**config.mk**
```make
export PLATFORM = sky130hd
export DESIGN_NAME = sync_fifo_param
export DESIGN_NICKNAME = d
export VERILOG_FILES = /design/src/rtl/sync_fifo_param.sv
export SDC_FILE = /design/constraint.sdc
export NUM_CORES = 1
export LEC_CHECK = 0
export CAP_MARGIN = 20
export CORE_MARGIN = 5
export CORE_UTILIZATION = 50
export CTS_BUF_LIST = sky130_fd_sc_hd__clkbuf_4
export DETAILED_ROUTE_END_ITERATION = 12
export PLACE_DENSITY_LB_ADDON = 0.2
export SYNTH_ARGS = -nofsm -noshare
export SYNTH_HDL_FRONTEND = slang
export SYNTH_SLANG_ARGS = --single-unit
```
**constraint.sdc**
```tcl
create_clock -name clk -period 7.4 [get_ports clk]
set_clock_uncertainty 0.15 [all_clocks]
set_input_delay 2.22 -clock clk [delete_from_list [all_inputs] [get_ports clk]]
set_output_delay 2.22 -clock clk [all_outputs]
set_load 0.02 [all_outputs]
```
**src/rtl/sync_fifo_param.sv**
```systemverilog
// Parametrised single-clock FIFO with programmable almost-full/almost-empty
// thresholds, one-cycle overflow/underflow pulses and selectable FWFT read mode.
module sync_fifo_param #(
  parameter int WIDTH    = 8,
  parameter int DEPTH    = 16,
  parameter int AF_LEVEL = DEPTH - 2,
  parameter int AE_LEVEL = 2,
  parameter int FWFT     = 0,
  localparam int AW      = $clog2(DEPTH)
) (
  input  logic             clk,
  input  logic             rst_n,
  input  logic             wr,
  input  logic [WIDTH-1:0] data_in,
  input  logic             rd,
  output logic [WIDTH-1:0] data_out,
  output logic             empty,
  output logic             full,
  output logic             almost_empty,
  output logic             almost_full,
  output logic             overflow,
  output logic             underflow,
  output logic [AW:0]      fifo_cnt
);

  if (DEPTH < 4 || (DEPTH & (DEPTH - 1)) != 0) begin : g_bad_depth
    $error("sync_fifo_param: DEPTH must be a power of two and at least 4");
  end
  if (AE_LEVEL >= AF_LEVEL) begin : g_bad_levels
    $error("sync_fifo_param: AE_LEVEL must be below AF_LEVEL");
  end
  if (AF_LEVEL > DEPTH) begin : g_bad_af
    $error("sync_fifo_param: AF_LEVEL must not exceed DEPTH");
  end

  localparam logic [AW:0] DEPTH_CNT = (AW + 1)'(DEPTH);
  localparam logic [AW:0] AF_CNT    = (AW + 1)'(AF_LEVEL);
  localparam logic [AW:0] AE_CNT    = (AW + 1)'(AE_LEVEL);

  logic [WIDTH-1:0] mem_q [DEPTH];

  logic [AW-1:0] wr_ptr_q, wr_ptr_d;
  logic [AW-1:0] rd_ptr_q, rd_ptr_d;
  logic [AW:0]   cnt_q, cnt_d;
  logic          ovf_q, ovf_d;
  logic          unf_q, unf_d;
  logic          rd_ok, wr_ok;

  // Flags decode the registered count so they move in the same cycle as it.
  assign empty        = (cnt_q == '0);
  assign full         = (cnt_q == DEPTH_CNT);
  assign almost_empty = (cnt_q <= AE_CNT);
  assign almost_full  = (cnt_q >= AF_CNT);
  assign fifo_cnt     = cnt_q;
  assign overflow     = ovf_q;
  assign underflow    = unf_q;

  // A read frees a slot this edge, so a write to a full FIFO is still taken.
  assign rd_ok = rd & ~empty;
  assign wr_ok = wr & (~full | rd_ok);

  // NOTE: every always_comb output gets a default first so no latch is inferred.
  always_comb begin
    wr_ptr_d = wr_ptr_q;
    rd_ptr_d = rd_ptr_q;
    cnt_d    = cnt_q + (AW + 1)'(wr_ok) - (AW + 1)'(rd_ok);
    ovf_d    = wr & ~wr_ok;
    unf_d    = rd & empty;
    if (wr_ok) wr_ptr_d = wr_ptr_q + AW'(1);
    if (rd_ok) rd_ptr_d = rd_ptr_q + AW'(1);
  end

  // NOTE: state flops use non-blocking assignments; always_comb above uses blocking.
  always_ff @(posedge clk or negedge rst_n) begin
    if (!rst_n) begin
      wr_ptr_q <= '0;
      rd_ptr_q <= '0;
      cnt_q    <= '0;
      ovf_q    <= 1'b0;
      unf_q    <= 1'b0;
    end else begin
      wr_ptr_q <= wr_ptr_d;
      rd_ptr_q <= rd_ptr_d;
      cnt_q    <= cnt_d;
      ovf_q    <= ovf_d;
      unf_q    <= unf_d;
    end
  end

  // NOTE: the storage array has no reset; its contents are never observable
  // before being written, and leaving it unreset keeps it mappable to RAM.
  always_ff @(posedge clk) begin
    if (wr_ok) mem_q[wr_ptr_q] <= data_in;
  end

  if (FWFT != 0) begin : g_fwft
    assign data_out = mem_q[rd_ptr_q];
  end else begin : g_std
    logic [WIDTH-1:0] dout_q, dout_d;

    always_comb begin
      dout_d = dout_q;
      if (rd_ok) dout_d = mem_q[rd_ptr_q];
    end

    always_ff @(posedge clk or negedge rst_n) begin
      if (!rst_n) dout_q <= '0;
      else        dout_q <= dout_d;
    end

    assign data_out = dout_q;
  end

endmodule

```
== Word-level counts from Yosys, hierarchy flattened ==
Memories as Yosys holds them, arrays and structs flattened. A register that Yosys moved wholly into a read port is not among the register bits.
Cells that the tools add are included.

* $add $sub $neg: 4
* Order comparisons: 2
* Equal/unequal tests: 1
* Multiplexer cells: 2
* Bitwise operators: 8
* Reduce and logical (&&, ||, !) cells: 2

{| class="wikitable"
|+ Operators by type and width
! kind !! number
|-
| 4-bit by 1-bit adder with 4-bit output (second input constant) || 2
|-
| 5-bit by 1-bit adder with 5-bit output || 1
|-
| 5-bit equality test (second input constant) || 1
|-
| 5-bit by 4-bit >= comparator with 1-bit output (second input constant) || 1
|-
| 5-bit by 2-bit <= comparator with 1-bit output (second input constant) || 1
|-
| 5-bit zero test || 1
|-
| 5-bit by 1-bit subtractor with 5-bit output || 1
|-
| 1-bit bitwise AND || 4
|-
| 1-bit NOT || 3
|-
| 1-bit two-way mux || 2
|-
| 1-bit zero test || 1
|-
| 1-bit bitwise OR || 1
|}

* Flip-flop bits (word level): 15
* Bits in writable memories: 128
* Input bits: 12
* Output and inout bits: 19
* Word-level logic and storage cells: 25
* Memories: 1

{| class="wikitable"
|+ Memory list
! name !! depth !! width !! rd ports !! clocked after memory_dff !! write ports !! RTL line !! source
|-
| mem_q || 16 || 8 || 1 || 1 || 1 || 40 || <nowiki>logic [WIDTH-1:0] mem_q [DEPTH];</nowiki>
|}

== Depth between registers and ports, before layout ==
* Word-level depth: 7
* Depth in mapped cells: 12
* Mapped depth without buffers: 11

== Least setup slack after synthesis ==
OpenSTA, ideal clock, no wires.

* Path type: in2reg
* From: input port rd
* To: register cnt_q[4], in the netlist fifo_cnt[4]
* Library setup time: 123 ps
* Data arrival time: 3665 ps
* Required time: 7127 ps
* Path slack: 3463 ps
* Cell stages on the path: 9
* Path buffers: 1
* Cell sequence: or2b_1 > buf_2 > nand2_1 > nand2_1 > ha_1 > fa_1 > a21oi_1 > o21bai_1 > xnor2_1

* Cells in the longest elaborated chain, start to end: 5

{| class="wikitable"
|+ RTL lines
! item !! RTL line !! source
|-
| from (decl) || 15 || <nowiki>input logic rd,</nowiki>
|-
| 1-bit bitwise AND * || 59 || <nowiki>assign rd_ok = rd & ~empty;</nowiki>
|-
| 1-bit bitwise OR || 60 || <nowiki>assign wr_ok = wr & (~full | rd_ok);</nowiki>
|-
| 1-bit bitwise AND || 60 ||
|-
| 5-bit by 1-bit adder with 5-bit output || 66 || <nowiki>cnt_d = cnt_q + (AW + 1)'(wr_ok) - (AW + 1)'(rd_ok);</nowiki>
|-
| 5-bit by 1-bit subtractor with 5-bit output * || 66 ||
|-
| net cnt_d[4] || 44 || <nowiki>logic [AW:0] cnt_q, cnt_d;</nowiki>
|-
| to (signal assigned) || 84 || <nowiki>cnt_q <= cnt_d;</nowiki>
|-
| to (decl) || 44 ||
|}

The timed path passes the listed nets; every way through them passes the cells marked *.
A chain may end at the register's enable or synchronous reset.

== Worst setup path in the final report ==
* From: register cnt_q[2], in the netlist fifo_cnt[2]
* To: output port empty

* Cells in the longest elaborated chain, start to end: 1

{| class="wikitable"
|+ RTL lines
! item !! RTL line !! source
|-
| 5-bit zero test || 50 || <nowiki>assign empty = (cnt_q == '0);</nowiki>
|-
| to (decl) || 17 || <nowiki>output logic empty,</nowiki>
|}

No other way between the ends.

==> metrics.yaml <==
cts_tree: "done"
worstPathRequired_ns: 5.03
async_flop_share: 0.152
finalPower_w: 0.00247
grt-ovfl-total: 0
arrival_ns: 2.34
io_buffers: 30
drc_errors: 0
placementRows: 40
drt_wl_total_um: 11400
die_w_um: 120
min_from: "data_out[4]"
worst_pin_slew_ns: 0.848
place_congestion: 0.805
slowest_stage: "clkdlybuf4s50_1"
start_util: 0.509
coreArea_sq_um: 12000
synth_edf_count: 128
hold_viol: 0
synth_top_flop_cell: "edfxtp_1"
power_density_nw_per_um2: 363
hold_class: "flip-flop to flip-flop"
reg2reg_depth: 11
critPathTopFamily: "buffers and inverters"
htreeDepth: 4
fin_tns_setup_ns: 0
cts_buffer_depth: 2
ys_seq_area_frac: 0.726
final_common_cell: "edfxtp_1"
min_delay_path_depth: 1
io_pins: 31
vdd_drop_max_uv: 186
synthCells: 317
grt_pass1_wl_um: 18000
area_growth_pct: 11.7
cts_buffers: 17
setup_violations: 0
crit_fanout: 4
vias: 2893
hpwl_um: 7230
cts_resized: 0
reg2reg_from: "fifo_cnt[2]"
n_antenna_cell: 0
vias_per_cell: 5.56
netlist_area_sq_um: 6090
grt_pass1_vias: 3014
cp-end-kind: "primary output"
die_area_sq_um: 14500
synth_seq_cells: 151
regArea_sq_um: 4420
drive_above_1_share: 0.196
clock_latency_ns: 0.56
clk_pin_slew_ns: 0.12
synthTopCellsByArea: "edfxtp_1, mux4_2, dfrtp_1"
crit_cells: 4
max_slew_margin: 0.432
netlist.top_cell.by_area: "edfxtp_1"
slew_violations: 0
cp_slowest_stage_delay_ns: 0.69
yosysUniqueCellTypes: 34
layout_common_cells: "edfxtp_1, mux4_2, clkdlybuf4s50_1"
synth_nets: 344
min_period_ns: 4.71
drv_cap: 0
ys_warn_count: 0
start_kind: "flip-flop"
grt_antenna_before_repair: 0
die_y_um: 120
outcome: "complete, no violations"
fillers: 952
grt_start_max_net_pins: 35
ant_nets: 0
crit_chain: "inv_1, ha_1, nor4b_2, clkdlybuf4s50_1"
startpoint: "fifo_cnt[2]"
first_pass_iters: 5
track_usage: 0.173
path_class: "flip-flop to primary output"
rsz0062_at_grt: "false"
crit_buf_inv: 2
syn_area_per_cell_sq_um: 19.2
post_cts_buffers: 0
period_share: 0.637
drt_iter0_markers: 279
max_freq_mhz: 212
postCtsHoldBufs: 0
synth_top_area_frac: 0.631
multi_input_area_sq_um: 1530
leakagePower_nw: 2.35
cts_root_buf: "clkbuf_4"
cts_sinks: 151
wl_per_cell_um: 21.9
fin_nets: 387
kinds of logic after synthesis:
group                    count (synthesis)  share of synthesized area
AO/OA/AOI/OAI                           14                     0.0179
XOR/XNOR                                 9                     0.0130
flip-flops                             151                      0.726
adder cells (fa/ha/maj)                 15                     0.0321
AND/OR/NAND/NOR                         57                     0.0446
multiplexers                            47                      0.144
buffers and inverters                   24                     0.0228
power breakdown:
part	switching [W]	internal, W
Clock	0.000299	0.000177
Combinational	0.000453	0.000398
Sequential	0.0000817	0.00106
state kept, by name, summed over array words and instances (netlist names):
register   flops
mem_q        128
data_out       8
fifo_cnt       5
rd_ptr_q       4
wr_ptr_q       4
overflow       1
underflow      1
layout make-up:
cell class,count,area share
flip-flops and latches,151,0.650
multi-input cells,142,0.225
repair buffers,38,0.0534
well taps,147,0.0271
clock buffers,19,0.0210
clock inverters,13,0.0177
inverters,10,0.00552
metal layers:
metal	track usage	vias up	share of wire
met5	0	-	0
met4	0.0496	0	0.014
met3	0.0580	12	0.085
met2	0.250	97	0.47
met1	0.254	1453	0.43
li1	-	1331	-
worst reg2reg max path, cell delays in order, from the launching register on:
cell and delay, ns:
dfrtp_1 0.44, inv_1 0.12, ha_1 0.19, nor4b_2 0.37
nor2b_1 0.20, nand2b_1 0.19, nand2_1 0.07, ha_1 0.21
fa_1 0.40, a21oi_1 0.15, o21bai_1 0.09, xnor2_1 0.12
worst paths after layout:
check / end / slack, ns
setup reg to reg: fifo_cnt[4] / 4.61
setup / recovery: empty / 2.69
max in group asynchronous: rd_ptr_q[2] / 4.87
min in group asynchronous: fifo_cnt[3] / 1.78
hold / removal: data_out[4] / 0.36
hold reg to reg: data_out[4] / 0.36
synthesized netlist by cell type, types with 2 or more instances:
| cell | number |
|---|---|
| edfxtp_1 | 128 |
| mux4_2 | 31 |
| dfrtp_1 | 23 |
| nand2_1 | 23 |
| mux2i_1 | 15 |
| nor2_1 | 15 |
| ha_1 | 14 |
| inv_1 | 10 |
| xnor2_1 | 8 |
| o221ai_1 | 7 |
| buf_2 | 6 |
| buf_6 | 5 |
| nor3_1 | 5 |
| nand2b_1 | 4 |
| a21oi_1 | 2 |
| nand4_1 | 2 |
| nor2b_1 | 2 |
per-stage QoR:
| stage | worst slack, ns | hold WS (ns) | cell area [sq um] | std cells | utilization |
|---|---|---|---|---|---|
| floorplan | 3.46 | 0.393 | 6090 | 317 | - |
| global placement | 2.64 | 0.322 | 6490 | 483 | 0.543 |
| detailed placement | 2.58 | 0.329 | 6510 | 484 | 0.544 |
| CTS | 2.63 | 0.363 | 6770 | 516 | 0.566 |
| global route | 2.53 | 0.383 | 6800 | 520 | 0.568 |
| finish | 2.69 | 0.364 | 6800 | 520 | 0.568 |
(Power assumes the default switching activity.)
